**src/rtl/load_store_unit.sv**
```systemverilog
// Multi-cycle RV32I load/store unit: one data-memory transaction per start over a
// ready-handshake bus, with load extension, store lane steering and fault reporting.
module load_store_unit #(
  parameter int TIMEOUT = 16
) (
  input  logic        clk,
  input  logic        reset,
  input  logic        start,
  input  logic        is_load,
  input  logic        is_store,
  input  logic [2:0]  funct3,
  input  logic [31:0] base,
  input  logic [31:0] offset,
  input  logic [31:0] store_data,
  input  logic [4:0]  rd_in,
  output logic        mem_req,
  output logic        mem_we,
  output logic [31:0] mem_addr,
  output logic [3:0]  mem_wstrb,
  output logic [31:0] mem_wdata,
  input  logic        mem_ready,
  input  logic [31:0] mem_rdata,
  output logic        busy,
  output logic        done,
  output logic [4:0]  rd_out,
  output logic        rd_we,
  output logic [31:0] rd_wdata,
  output logic        fault,
  output logic [1:0]  fault_cause,
  output logic [31:0] fault_addr
);

  typedef enum logic [1:0] {IDLE, REQ, WB, FAULT} state_t;

  state_t      state_q, state_d;
  logic [31:0] cnt_q, cnt_d;
  logic [31:0] addr_q, addr_d;
  logic [31:0] sd_q, sd_d;
  logic [31:0] rdata_q, rdata_d;
  logic [2:0]  f3_q, f3_d;
  logic [4:0]  rd_q, rd_d;
  logic        load_q, load_d;
  logic [1:0]  cause_q, cause_d;

  logic [31:0] eff_addr;
  logic        illegal, misaligned;

  function automatic logic [31:0] load_extract(input logic [2:0] f3, input logic [1:0] k,
                                               input logic [31:0] w);
    logic [7:0]  b;
    logic [15:0] h;
    b = w[{k, 3'b000} +: 8];
    h = w[{k[1], 4'b0000} +: 16];
    case (f3)
      3'b000:  return {{24{b[7]}}, b};
      3'b001:  return {{16{h[15]}}, h};
      3'b100:  return {24'd0, b};
      3'b101:  return {16'd0, h};
      default: return w;
    endcase
  endfunction

  function automatic logic [3:0] store_strb(input logic [2:0] f3, input logic [1:0] k);
    case (f3[1:0])
      2'b00:   return 4'b0001 << k;
      2'b01:   return 4'b0011 << k;
      default: return 4'b1111;
    endcase
  endfunction

  function automatic logic [31:0] store_lanes(input logic [2:0] f3, input logic [31:0] sd);
    case (f3[1:0])
      2'b00:   return {4{sd[7:0]}};
      2'b01:   return {2{sd[15:0]}};
      default: return sd;
    endcase
  endfunction

  assign eff_addr   = base + offset;
  assign illegal    = is_load ? (funct3 == 3'b011 || funct3 == 3'b110 || funct3 == 3'b111)
                              : (funct3 >= 3'b011);
  assign misaligned = (funct3[1:0] == 2'b01 && eff_addr[0]) ||
                      (funct3[1:0] == 2'b10 && eff_addr[1:0] != 2'b00);

  always_comb begin
    state_d     = state_q;
    cnt_d       = cnt_q;
    addr_d      = addr_q;
    sd_d        = sd_q;
    rdata_d     = rdata_q;
    f3_d        = f3_q;
    rd_d        = rd_q;
    load_d      = load_q;
    cause_d     = cause_q;
    mem_req     = 1'b0;
    mem_we      = 1'b0;
    mem_addr    = 32'd0;
    mem_wstrb   = 4'd0;
    mem_wdata   = 32'd0;
    busy        = (state_q != IDLE);
    done        = 1'b0;
    rd_out      = 5'd0;
    rd_we       = 1'b0;
    rd_wdata    = 32'd0;
    fault       = 1'b0;
    fault_cause = 2'd0;
    fault_addr  = 32'd0;

    case (state_q)
      IDLE: begin
        if (start && (is_load ^ is_store)) begin
          addr_d = eff_addr;
          f3_d   = funct3;
          sd_d   = store_data;
          rd_d   = rd_in;
          load_d = is_load;
          cnt_d  = 32'd0;
          // Illegal encoding takes priority over alignment.
          if (illegal) begin
            cause_d = 2'b11;
            state_d = FAULT;
          end else if (misaligned) begin
            cause_d = 2'b01;
            state_d = FAULT;
          end else begin
            state_d = REQ;
          end
        end
      end
      REQ: begin
        mem_req  = 1'b1;
        mem_we   = ~load_q;
        mem_addr = {addr_q[31:2], 2'b00};
        if (!load_q) begin
          mem_wstrb = store_strb(f3_q, addr_q[1:0]);
          mem_wdata = store_lanes(f3_q, sd_q);
        end
        if (mem_ready) begin
          if (load_q) rdata_d = mem_rdata;
          state_d = WB;
        end else begin
          cnt_d = cnt_q + 32'd1;
          if (TIMEOUT != 0 && cnt_d == 32'(TIMEOUT)) begin
            cause_d = 2'b10;
            state_d = FAULT;
          end
        end
      end
      WB: begin
        done = 1'b1;
        if (load_q) begin
          rd_out   = rd_q;
          rd_we    = (rd_q != 5'd0);
          rd_wdata = load_extract(f3_q, addr_q[1:0], rdata_q);
        end
        state_d = IDLE;
      end
      FAULT: begin
        fault       = 1'b1;
        fault_cause = cause_q;
        fault_addr  = addr_q;
        state_d     = IDLE;
      end
      default: state_d = IDLE;
    endcase
  end

  // Outputs decode from state_q, so an asynchronous reset drops the bus request at once.
  always_ff @(posedge clk or posedge reset) begin
    if (reset) begin
      state_q <= IDLE;
      cnt_q   <= 32'd0;
    end else begin
      state_q <= state_d;
      cnt_q   <= cnt_d;
    end
  end

  always_ff @(posedge clk) begin
    addr_q  <= addr_d;
    sd_q    <= sd_d;
    rdata_q <= rdata_d;
    f3_q    <= f3_d;
    rd_q    <= rd_d;
    load_q  <= load_d;
    cause_q <= cause_d;
  end

endmodule

```
**config.mk**
```make
export PLATFORM = sky130hd
export DESIGN_NAME = load_store_unit
export DESIGN_NICKNAME = d
export VERILOG_FILES = /design/src/rtl/load_store_unit.sv
export SDC_FILE = /design/constraint.sdc
export NUM_CORES = 1
export LEC_CHECK = 0
export BUFFER_PORTS_ARGS = -buffer_cell sky130_fd_sc_hd__buf_2
export CORE_MARGIN = 10
export CORE_UTILIZATION = 53
export CTS_BUF_LIST = sky130_fd_sc_hd__clkbuf_4 sky130_fd_sc_hd__clkbuf_8
export DETAILED_ROUTE_END_ITERATION = 8
export PLACE_DENSITY = 0.83
export SLEW_MARGIN = 20
export SYNTH_ARGS = -nofsm -noshare
export SYNTH_HDL_FRONTEND = slang
export SYNTH_SLANG_ARGS = --single-unit
```
**constraint.sdc**
```tcl
create_clock -name clk -period 6.7 [get_ports clk]
set_input_delay 1.005 -clock clk [delete_from_list [all_inputs] [get_ports clk]]
set_output_delay 1.005 -clock clk [all_outputs]
set_load 0.005 [all_outputs]
```
======== Word level (Yosys, flattened, before mapping) ========
Cells that the tools add are included.
Widths: inputs -> output; s select.
storage, ports and cells
  latch bits .............................. 0
  output and inout port bits .............. 145
  RAM bits ................................ 0
  flip-flop bits (word level) ............. 141
  memories kept ........................... 0
  bits of input ports ..................... 142
  ROM bits ................................ 0
  word-level logic and storage cells ...... 91
cells by class
  bitwise logic cells ..................... 2
  divide/modulo/power cells ............... 0
  $lt $le $gt $ge ......................... 1
  multiplexer cells ....................... 36
  multiply operators ...................... 0
  reductions and logical operators ........ 19
  eq/ne operators ......................... 18
  add/subtract/negate cells ............... 2
  shift operators ......................... 4
operator list
  kind                   count
  $mux 32                8
  $pmux 32 s2            2
  $pmux 32 s4            1
  $add 32x1->32 const B  1
  $add 32x32->32         1
  $eq 32x5->1 const B    1
  $shiftx 32x6->16       1
  $shiftx 32x6->8        1
  $mux 2                 11
  $eq 3x3->1 const B     4
  $mux 5                 2
  $mux 4                 2
  $pmux 4 s2             1
  $mux 1                 7
  $eq 2x1->1 const B     3
  $eq 2x2->1 const B     3
  $ne 2x2->1 const B     3
  $ne 3x3->1 const B     2
  $pmux 2 s3             1
  $reduce_and 3->1       2
  $reduce_bool 2->1      3
  $reduce_and 5->1       1
  $reduce_bool 5->1      1
  $logic_not 2->1        2
  other kinds (13)       18

======== Logic depth before layout (Yosys ltp) ========
Gate-level depths: netlist of the first run.
  depth in word-level cells ............... 8
  depth in mapped cells ................... 11
  gate-level depth less buffers ........... 11

======== Worst setup path before layout of the first run ========
OpenSTA, ideal clock, no wires.
  path kind ............................... in2reg
  start ................................... in is_load
  end ..................................... reg cnt_q[27]
  path slack .............................. 1.254 ns
  stages .................................. 9
  arrival ................................. 5.311 ns
  setup time .............................. 0.134 ns
  path buffers ............................ 1
  required time ........................... 6.566 ns
  cell sequence ........................... xor2_1 > nand2_1 > nor2_1 > nor2_1 > inv_1 > clkbuf_1 > o21ai_0 > nand2_1 > o21ai_0
on the way
  longest elaborated chain between the ends .. 4
RTL lines
  item                        RTL line  text
  start, declared             9         input logic is_load,
  $xor 1x1->1                 111       if (start && (is_load ^ is_store)) begin
  $logic_and 1x1->1           111
  $ne 2x2->1 (no line)        --
  $reduce_and 3->1 (no line)  --
  end signal, assigned        175       cnt_q <= cnt_d;
  end, declared               36        logic [31:0] cnt_q, cnt_d;
Every way passes these cells.
A chain may end at the register's enable or synchronous reset.

======== Worst setup path after layout of the first run ========
  start ................................... reg state_q[0]
  end ..................................... out mem_wstrb[3]
on the way
  longest elaborated chain between the ends .. 2
RTL lines
  item                    RTL line  text
  start, declared         35        state_t state_q, state_d;
  start signal, assigned  174       state_q <= state_d;
  $eq 2x1->1              109       case (state_q)
  $mux 4                  109
  end, declared           19        output logic [3:0] mem_wstrb,
Every way passes these cells.

==> reports/qor.json, run 1 <==
{
  "yosys": {
    "synth-async-reset-ratio_pct": 24.1,
    "synth_ff_type": "sky130_fd_sc_hd__edfxtp_1",
    "synth-edff-count": 107,
    "syn-mean-instance-area_um2": 9.51,
    "synth_top_cells_by_count": "107 x sky130_fd_sc_hd__edfxtp_1, 85 x sky130_fd_sc_hd__nor2_1, 84 x sky130_fd_sc_hd__a21oi_1",
    "post_synth_inst_count": 935,
    "synth.top_cells.by_area": "sky130_fd_sc_hd__edfxtp_1 36%, sky130_fd_sc_hd__dfrtp_1 9.6%, sky130_fd_sc_hd__a21oi_1 4.7%",
    "postSynthRegisterBits": 141,
    "synth.lib_cells_used.distinct": 71,
    "synth_top_area_share_pct": 36.1,
    "synth.most_common_cell": "sky130_fd_sc_hd__edfxtp_1",
    "netlist.top_cell.by_area": "sky130_fd_sc_hd__edfxtp_1",
    "part_of_the_yosys_area_used_for_sequential_elements_pct": 45.7,
    "mappedNetlistArea_um2": 8890,
    "synth.yosys.warnings": 0
  },
  "setup_path": {
    "worstSetupEndpointType": "output pin",
    "timing_worst_setup_path_type": "flip-flop to output pin",
    "path_max_fanout": 40,
    "crit_path_cell_trace": "buf_4, nand2b_1, inv_1, nand2b_1, inv_1, o21ai_0, nor2_1, buf_2",
    "worst_path_max_delay_cell": "sky130_fd_sc_hd__nand2b_1",
    "critical-path-max-stage-delay_ns": 0.79,
    "critical_path_arrival_ns": 3.80,
    "startpoint_type": "flip-flop",
    "critical_path_required_ns": 5.69
  },
  "timing": {
    "report.final.setup_viol": 0,
    "timing.final.crit_share_pct": 71.7,
    "tightestPinTransition_ns": 1.02,
    "max-slew-margin-rel_pct": 31.9,
    "grt_setup_unrepaired": "false",
    "finalCriticalPeriod_ns": 4.80,
    "maximum_clock_rate_mhz": 208,
    "finClkSkew_ns": 0.0102,
    "report.final.hold_viol_count": 0,
    "final-max-slew-violation-count": 0,
    "fin_tns_setup_ns": 0
  },
  "clocking": {
    "cts_max_level": 4,
    "ctsLongestPathBuffers": 2,
    "tritoncts": "yes",
    "cts_resized": 0,
    "postCtsSetupRepairBufs": 0,
    "cts.sink_count": 141,
    "cts_buffers": 17,
    "clock_latency_ns": 0.46,
    "total_of_hold_buffers_inserted_after_clock_tree_synthesis": 0,
    "clock-root-buffer": "sky130_fd_sc_hd__clkbuf_8",
    "path_clk_slew_ns": 0.09
  },
  "placed_design": {
    "hpwl_um": 21300,
    "portBuffers": 284,
    "gp_congestion": 0.942
  },
  "power_and_ir_drop": {
    "peak_supply_drop_mv": 0.131,
    "p_seq_share_pct": 43.2,
    "sw_frac_of_total_pct": 33.2,
    "p_leak_nw": 5.18,
    "post-layout-total-power_mw": 2.56,
    "power_density_nw_per_um2": 235,
    "switching_power_mw": 0.850,
    "combPwrFrac_pct": 27.9,
    "power.clock.fraction_pct": 28.9,
    "intPower_mw": 1.71
  },
  "floorplanning": {
    "fp-row-count": 47,
    "placeableCoreArea_um2": 16500,
    "floorplan.die.width_um": 150,
    "io_pins": 287,
    "floorplan.initialDensity_pct": 53.8,
    "die-height_um": 150,
    "floorplan.die_area_um2": 22400
  },
  "job": {
    "cap_violations": 0
  },
  "run_status": {
    "run_status": "finished, final reports clean"
  },
  "global_routing": {
    "via_count_of_the_first_global_routing_pass": 7984,
    "grt_start_max_net_pins": 74,
    "grt.overflow.total": 0,
    "grtUsageTotal_pct": 24.3,
    "grt_antenna_before_repair": 6,
    "grt_first_pass_wirelength_um": 42900
  },
  "routing": {
    "drt_first_iter_violations": 673,
    "number_of_remaining_drc_errors": 0,
    "ant_nets": 0,
    "post_drt_via_cell_ratio": 5.83,
    "drt-pass1-iter-count": 5,
    "routed_wl_um": 27900,
    "routed-via-count": 8375,
    "average_wire_length_per_cell_after_detail_routing_um": 19.4
  },
  "finish": {
    "fillers": 1306,
    "drive_gt1_share_pct": 28.9,
    "multi_input_comb_area_um2": 4490,
    "flow.area_growth_from_synthesis_pct": 22.6,
    "seq_area_um2": 4060,
    "final_net_count": 1373
  },
  "min_path": {
    "type_of_the_most_critical_hold_path": "flip-flop to flip-flop"
  }
}
## logic make-up after synthesis
group / count (synthesis) / share of synthesized area [%]
simple gates: 368 / 21.8
other cells: 1 / 0.0422
flops: 141 / 45.7
buf+inv: 89 / 3.98
mux: 28 / 3.31
xor+xnor: 39 / 3.84
compound gates: 235 / 16.5
fa+ha+maj: 34 / 4.87
## final cells by class
cell class | count | area share [%]
diodes | 7 | 0.161
clock buffers | 18 | 2.27
clock inverters | 14 | 1.65
inverters | 38 | 1.31
multi-input cells | 706 | 41.2
flip-flops and latches | 141 | 37.3
well taps | 220 | 2.52
repair buffers | 293 | 13.6
## worst paths after layout
path / from / endpoint / slack, ns / depth (start not counted)
setup reg to reg: cnt_q[0] / cause_q[0] / 3.39 / 9
max in group asynchronous: reset / cnt_q[0] / 5.71 / 3
hold reg to reg: cnt_q[31] / cnt_q[31] / 0.56 / 1
min in group asynchronous: reset / cnt_q[13] / 0.65 / 3
hold / removal: cnt_q[31] / cnt_q[31] / 0.56 / 1
setup / recovery: state_q[0] / mem_wstrb[3] / 1.90 / 8
## sequential cells by signal, summed over array words and instances (netlist names)
name     flops
addr_q      32
state_q      2
rdata_q     32
rd_q         5
f3_q         3
load_q       1
sd_q        32
cnt_q       32
cause_q      2
## routing by layer
layer  wire length (um)  vias to the layer above  track usage (%)  part of all wire (%)
met4                800                        0             9.22                   2.9
met3               3080                       51             7.85                    11
met1              10800                     3907             28.7                    39
met5                  0                        -                0                     0
met2              13200                      452             40.3                    47
li1                   -                     3965                -                     -
## power groups by stage
stage          Sequential, mW  Combinational (mW)  Clock (mW)
2_1_floorplan            1.10               0.440           0
6_report                 1.10               0.714       0.740
5_1_grt                  1.11               0.791       0.791
4_1_cts                  1.10               0.714       0.750
3_5_place_dp             1.12               0.712           0
3_3_place_gp             1.12               0.695           0
## critical path, delay by kind of cell (launching register included)
family | cells | cell delay (ns)
buffers and inverters | 4 | 1.67
and+or+nand+nor | 3 | 1.11
DFF | 1 | 0.33
AOI/OAI and AO/OA | 1 | 0.20
## cells in the final DEF (no fill, tap or decap), types with 4 or more instances in the layout
cell type	netlist	layout
sky130_fd_sc_hd__o221ai_1	7	7
sky130_fd_sc_hd__dfrtp_1	34	34
sky130_fd_sc_hd__ha_1	33	33
sky130_fd_sc_hd__nand2b_1	13	13
sky130_fd_sc_hd__diode_2	0	7
sky130_fd_sc_hd__or2_2	4	4
sky130_fd_sc_hd__a21oi_1	84	84
sky130_fd_sc_hd__a211oi_1	8	8
sky130_fd_sc_hd__nand2_1	81	81
sky130_fd_sc_hd__o41ai_1	4	4
sky130_fd_sc_hd__a31oi_1	13	13
sky130_fd_sc_hd__inv_6	0	5
sky130_fd_sc_hd__nor2b_1	4	4
sky130_fd_sc_hd__nor4_1	6	6
sky130_fd_sc_hd__a22oi_1	8	8
sky130_fd_sc_hd__and3_1	49	49
sky130_fd_sc_hd__buf_2	3	284
sky130_fd_sc_hd__a21o_1	11	11
sky130_fd_sc_hd__xnor2_1	18	18
sky130_fd_sc_hd__nor2_1	85	84
sky130_fd_sc_hd__buf_4	4	9
sky130_fd_sc_hd__edfxtp_1	107	107
sky130_fd_sc_hd__o31ai_1	10	10
sky130_fd_sc_hd__nand4_1	14	14
sky130_fd_sc_hd__mux2i_1	26	26
sky130_fd_sc_hd__nor3_1	23	23
sky130_fd_sc_hd__xor2_1	21	21
sky130_fd_sc_hd__o21ai_0	58	58
sky130_fd_sc_hd__clkbuf_8	0	18
sky130_fd_sc_hd__o211ai_1	5	5
sky130_fd_sc_hd__inv_1	37	37
sky130_fd_sc_hd__nand3_1	21	21
sky130_fd_sc_hd__and2_1	47	47
## through the flow
stage | cell area, um^2 | cells | setup WS [ns] | hold slack [ns] | util [%]
finish | 10900 | 1437 | 1.90 | 0.559 | 66.0
global route | 10900 | 1432 | 1.57 | 0.591 | 65.9
CTS | 10900 | 1430 | 1.91 | 0.556 | 65.9
detailed placement | 10500 | 1398 | 2.42 | 0.546 | 63.3
global placement | 10500 | 1398 | 2.59 | 0.523 | 63.3
floorplan | 8900 | 936 | 1.25 | 0.491 | -
Note: power is estimated with default switching activity, not from simulation.
==> inputs of run 2 (changes only) <==
clock period = 4.8 ns   (was 6.7 ns; I/O delays follow)
==> run 2 against run 1 <==
- routed wire length is 2.9% lower
- combinational power is 40% higher
- non-clock buffer count is 3 higher
==> reports/qor.json, run 2 (synthesis results as in run 1) <==
{
  "timing": {
    "max-slew-margin-rel": {"value": 28.8, "unit": "%", "change": "-3.1 points"},
    "fin_tns_setup": {"value": 0, "unit": "ns", "change": "unchanged"},
    "final-max-slew-violation-count": {"value": 0, "change": "unchanged"},
    "finalCriticalPeriod_ns": 4.00,
    "tightestPinTransition": {"value": 1.06, "unit": "ns", "change": "+0.0394 ns"},
    "report.final.setup_viol": {"value": 0, "change": "unchanged"},
    "finClkSkew": {"value": 0.0114, "unit": "ns", "change": "+0.00120 ns"},
    "report.final.hold_viol_count": {"value": 0, "change": "unchanged"},
    "timing.final.crit_share_pct": 83.4,
    "grt_setup_unrepaired": "false",
    "maximum_clock_rate_mhz": 250
  },
  "floorplanning": {
    "fp-row-count": {"value": 47, "change": "unchanged"},
    "floorplan.die.width": {"value": 150, "unit": "um", "change": "unchanged"},
    "floorplan.initialDensity": {"value": 53.8, "unit": "%", "change": "unchanged"},
    "io_pins": {"value": 287, "change": "unchanged"},
    "floorplan.die_area": {"value": 22400, "unit": "um^2", "change": "unchanged"},
    "placeableCoreArea": {"value": 16500, "unit": "um^2", "change": "unchanged"},
    "die-height": {"value": 150, "unit": "um", "change": "unchanged"}
  },
  "placed_design": {
    "hpwl": {"value": 21000, "unit": "um", "change": "-1.3%"},
    "portBuffers": {"value": 284, "change": "unchanged"},
    "placedInstanceArea": {"value": 10500, "unit": "um^2", "change": "+0.22%"},
    "gp_congestion": {"value": 0.930, "change": "-1.3%"}
  },
  "global_routing": {
    "grt.overflow.total": {"value": 0, "change": "unchanged"},
    "grt_first_pass_wirelength": {"value": 41900, "unit": "um", "change": "-2.3%"},
    "grt_start_max_net_pins": {"value": 74, "change": "unchanged"},
    "via_count_of_the_first_global_routing_pass": {"value": 7993, "change": "+0.11%"},
    "grtUsageTotal": {"value": 23.5, "unit": "%", "change": "-0.73 points"},
    "grt_antenna_before_repair": {"value": 3, "change": "-3"}
  },
  "power_and_ir_drop": {
    "power.clock.fraction": {"value": 26.7, "unit": "%", "change": "-2.2 points"},
    "p_leak": {"value": 5.18, "unit": "nW", "change": "-0.11%"},
    "switching_power": {"value": 1.17, "unit": "mW", "change": "+38%"},
    "p_seq_share": {"value": 44.3, "unit": "%", "change": "+1.1 points"},
    "intPower": {"value": 2.29, "unit": "mW", "change": "+34%"},
    "sw_frac_of_total": {"value": 33.9, "unit": "%", "change": "+0.69 points"},
    "peak_supply_drop": {"value": 0.190, "unit": "mV", "change": "+45%"},
    "power_density": {"value": 318, "unit": "nW/um^2", "change": "+36%"},
    "combPwrFrac": {"value": 29.0, "unit": "%", "change": "+1.1 points"}
  },
  "setup_path": {
    "critical_path_arrival": {"value": 3.28, "unit": "ns", "change": "-0.52 ns"},
    "startpoint_type": "flip-flop",
    "critical_path_required": {"value": 4.08, "unit": "ns", "change": "-1.61 ns"},
    "critical_path_end": "rd_wdata[24]",
    "r2r_end": "cause_q[0]",
    "ff2ff_path_depth": {"value": 9, "change": "unchanged"},
    "r2r_start": "cnt_q[0]",
    "timing_worst_setup_path_type": "flip-flop to output pin",
    "worstSetupEndpointType": "output pin",
    "r2r_slack": {"value": 1.57, "unit": "ns", "change": "-1.82 ns"},
    "crit_start": "f3_q[0]",
    "path_max_fanout": {"value": 16, "change": "-60%"}
  },
  "finish": {
    "fillers": {"value": 1308, "change": "+0.15%"},
    "mostFrequentLayoutCell": "sky130_fd_sc_hd__buf_2",
    "final_net_count": {"value": 1376, "change": "+0.22%"},
    "final_cell_mix": "284 x sky130_fd_sc_hd__buf_2, 107 x sky130_fd_sc_hd__edfxtp_1, 84 x sky130_fd_sc_hd__nor2_1, 84 x sky130_fd_sc_hd__a21oi_1, 81 x sky130_fd_sc_hd__nand2_1",
    "final_area": {"value": 10900, "unit": "um^2", "change": "-0.26%"},
    "drive_gt1_share": {"value": 29.0, "unit": "%", "change": "+0.093 points"},
    "flow.area_growth_from_synthesis_pct": 22.3
  },
  "clocking": {
    "ctsLongestPathBuffers": {"value": 2, "change": "unchanged"},
    "postCtsSetupRepairBufs": {"value": 0, "change": "unchanged"},
    "cts_max_level": {"value": 4, "change": "unchanged"},
    "cts_buffers": {"value": 17, "change": "unchanged"},
    "clock-root-buffer": "sky130_fd_sc_hd__clkbuf_8",
    "cts_resized": {"value": 0, "change": "unchanged"},
    "cts.sink_count": {"value": 141, "change": "unchanged"},
    "tritoncts": "yes",
    "total_of_hold_buffers_inserted_after_clock_tree_synthesis": {"value": 0, "change": "unchanged"},
    "clock_latency": {"value": 0.45, "unit": "ns", "change": "about the same"},
    "path_clk_slew": {"value": 0.08, "unit": "ns", "change": "about the same"}
  },
  "routing": {
    "drt_first_iter_violations": {"value": 540, "change": "-20%"},
    "number_of_remaining_drc_errors": {"value": 0, "change": "unchanged"},
    "routed-via-count": {"value": 8405, "change": "+0.36%"},
    "routed_wl": {"value": 27100, "unit": "um", "change": "-2.9%"},
    "ant_nets": {"value": 0, "change": "unchanged"},
    "drt-pass1-iter-count": {"value": 7, "change": "+2"},
    "average_wire_length_per_cell_after_detail_routing": {"value": 18.9, "unit": "um", "change": "-3.1%"},
    "post_drt_via_cell_ratio": {"value": 5.84, "change": "+0.15%"}
  },
  "min_path": {
    "type_of_the_most_critical_hold_path": "primary input to async pin"
  },
  "run_status": {
    "run_status": "finished, final reports clean"
  },
  "job": {
    "cap_violations": {"value": 0, "change": "unchanged"}
  }
}
==> run 2: area by class of cell <==
type	count	area, um^2	share of cell area [%]
Clock buffer	19	249	2.29
Inverter	38	143	1.31
Multi-Input combinational cell	706	4490	41.3
Tap cell	220	275	2.53
Sequential cell	141	4060	37.4
Antenna cell	7	17.5	0.161
Clock inverter	13	131	1.21
Timing Repair Buffer	296	1510	13.9
==> run 2: worst min path at each step <==
stage              start   endpoint
6_report           reset   cnt_q[6]
5_1_grt            reset  cnt_q[11]
3_3_place_gp   cnt_q[31]  cnt_q[31]
3_5_place_dp   cnt_q[31]  cnt_q[31]
2_1_floorplan  cnt_q[31]  cnt_q[31]
4_1_cts            reset   cnt_q[7]
==> run 2: critical path, cell delays in order (launching register included) <==
cell and delay, ns:
sky130_fd_sc_hd__edfxtp_1 0.72, sky130_fd_sc_hd__or2_2 0.35, sky130_fd_sc_hd__nor2_1 0.06, sky130_fd_sc_hd__nand2_1 0.23, sky130_fd_sc_hd__a21boi_0 0.28, sky130_fd_sc_hd__nor2_1 0.10, sky130_fd_sc_hd__o21ai_1 0.83, sky130_fd_sc_hd__a21oi_1 0.09
sky130_fd_sc_hd__buf_2 0.19
==> run 2: power groups by stage <==
stage               sequential, mW  combinational, mW  clock, mW
CTS                           1.53               1.01      0.942
detailed placement            1.56               1.01          0
floorplan                     1.53              0.615          0
global placement              1.56              0.985          0
global route                  1.55               1.11       1.00
finish                        1.53               1.00      0.923
==> run 2: stage by stage <==
| stage | util (%) | total power [mW] | hold slack, ns | std cells | worst slack (ns) |
|---|---|---|---|---|---|
| after CTS | 65.7 | 3.48 | 0.365 | 1433 | 0.849 |
| after floorplan | - | 2.15 | 0.491 | 936 | 0.918 |
| after global placement | 63.4 | 2.54 | 0.511 | 1401 | 1.44 |
| after detailed placement | 63.4 | 2.56 | 0.519 | 1401 | 1.35 |
| after global routing | 65.8 | 3.66 | 0.408 | 1435 | 0.609 |
| final | 65.8 | 3.46 | 0.361 | 1440 | 0.797 |
==> run 2: layer usage <==
metal / vias to the layer above / part of all wire (%) / GRT usage [%]
met5: - / 0 / 0
met2: 417 / 48 / 39.4
met3: 42 / 11 / 6.94
met4: 0 / 2.0 / 8.49
li1: 3977 / - / -
met1: 3969 / 39 / 28.1
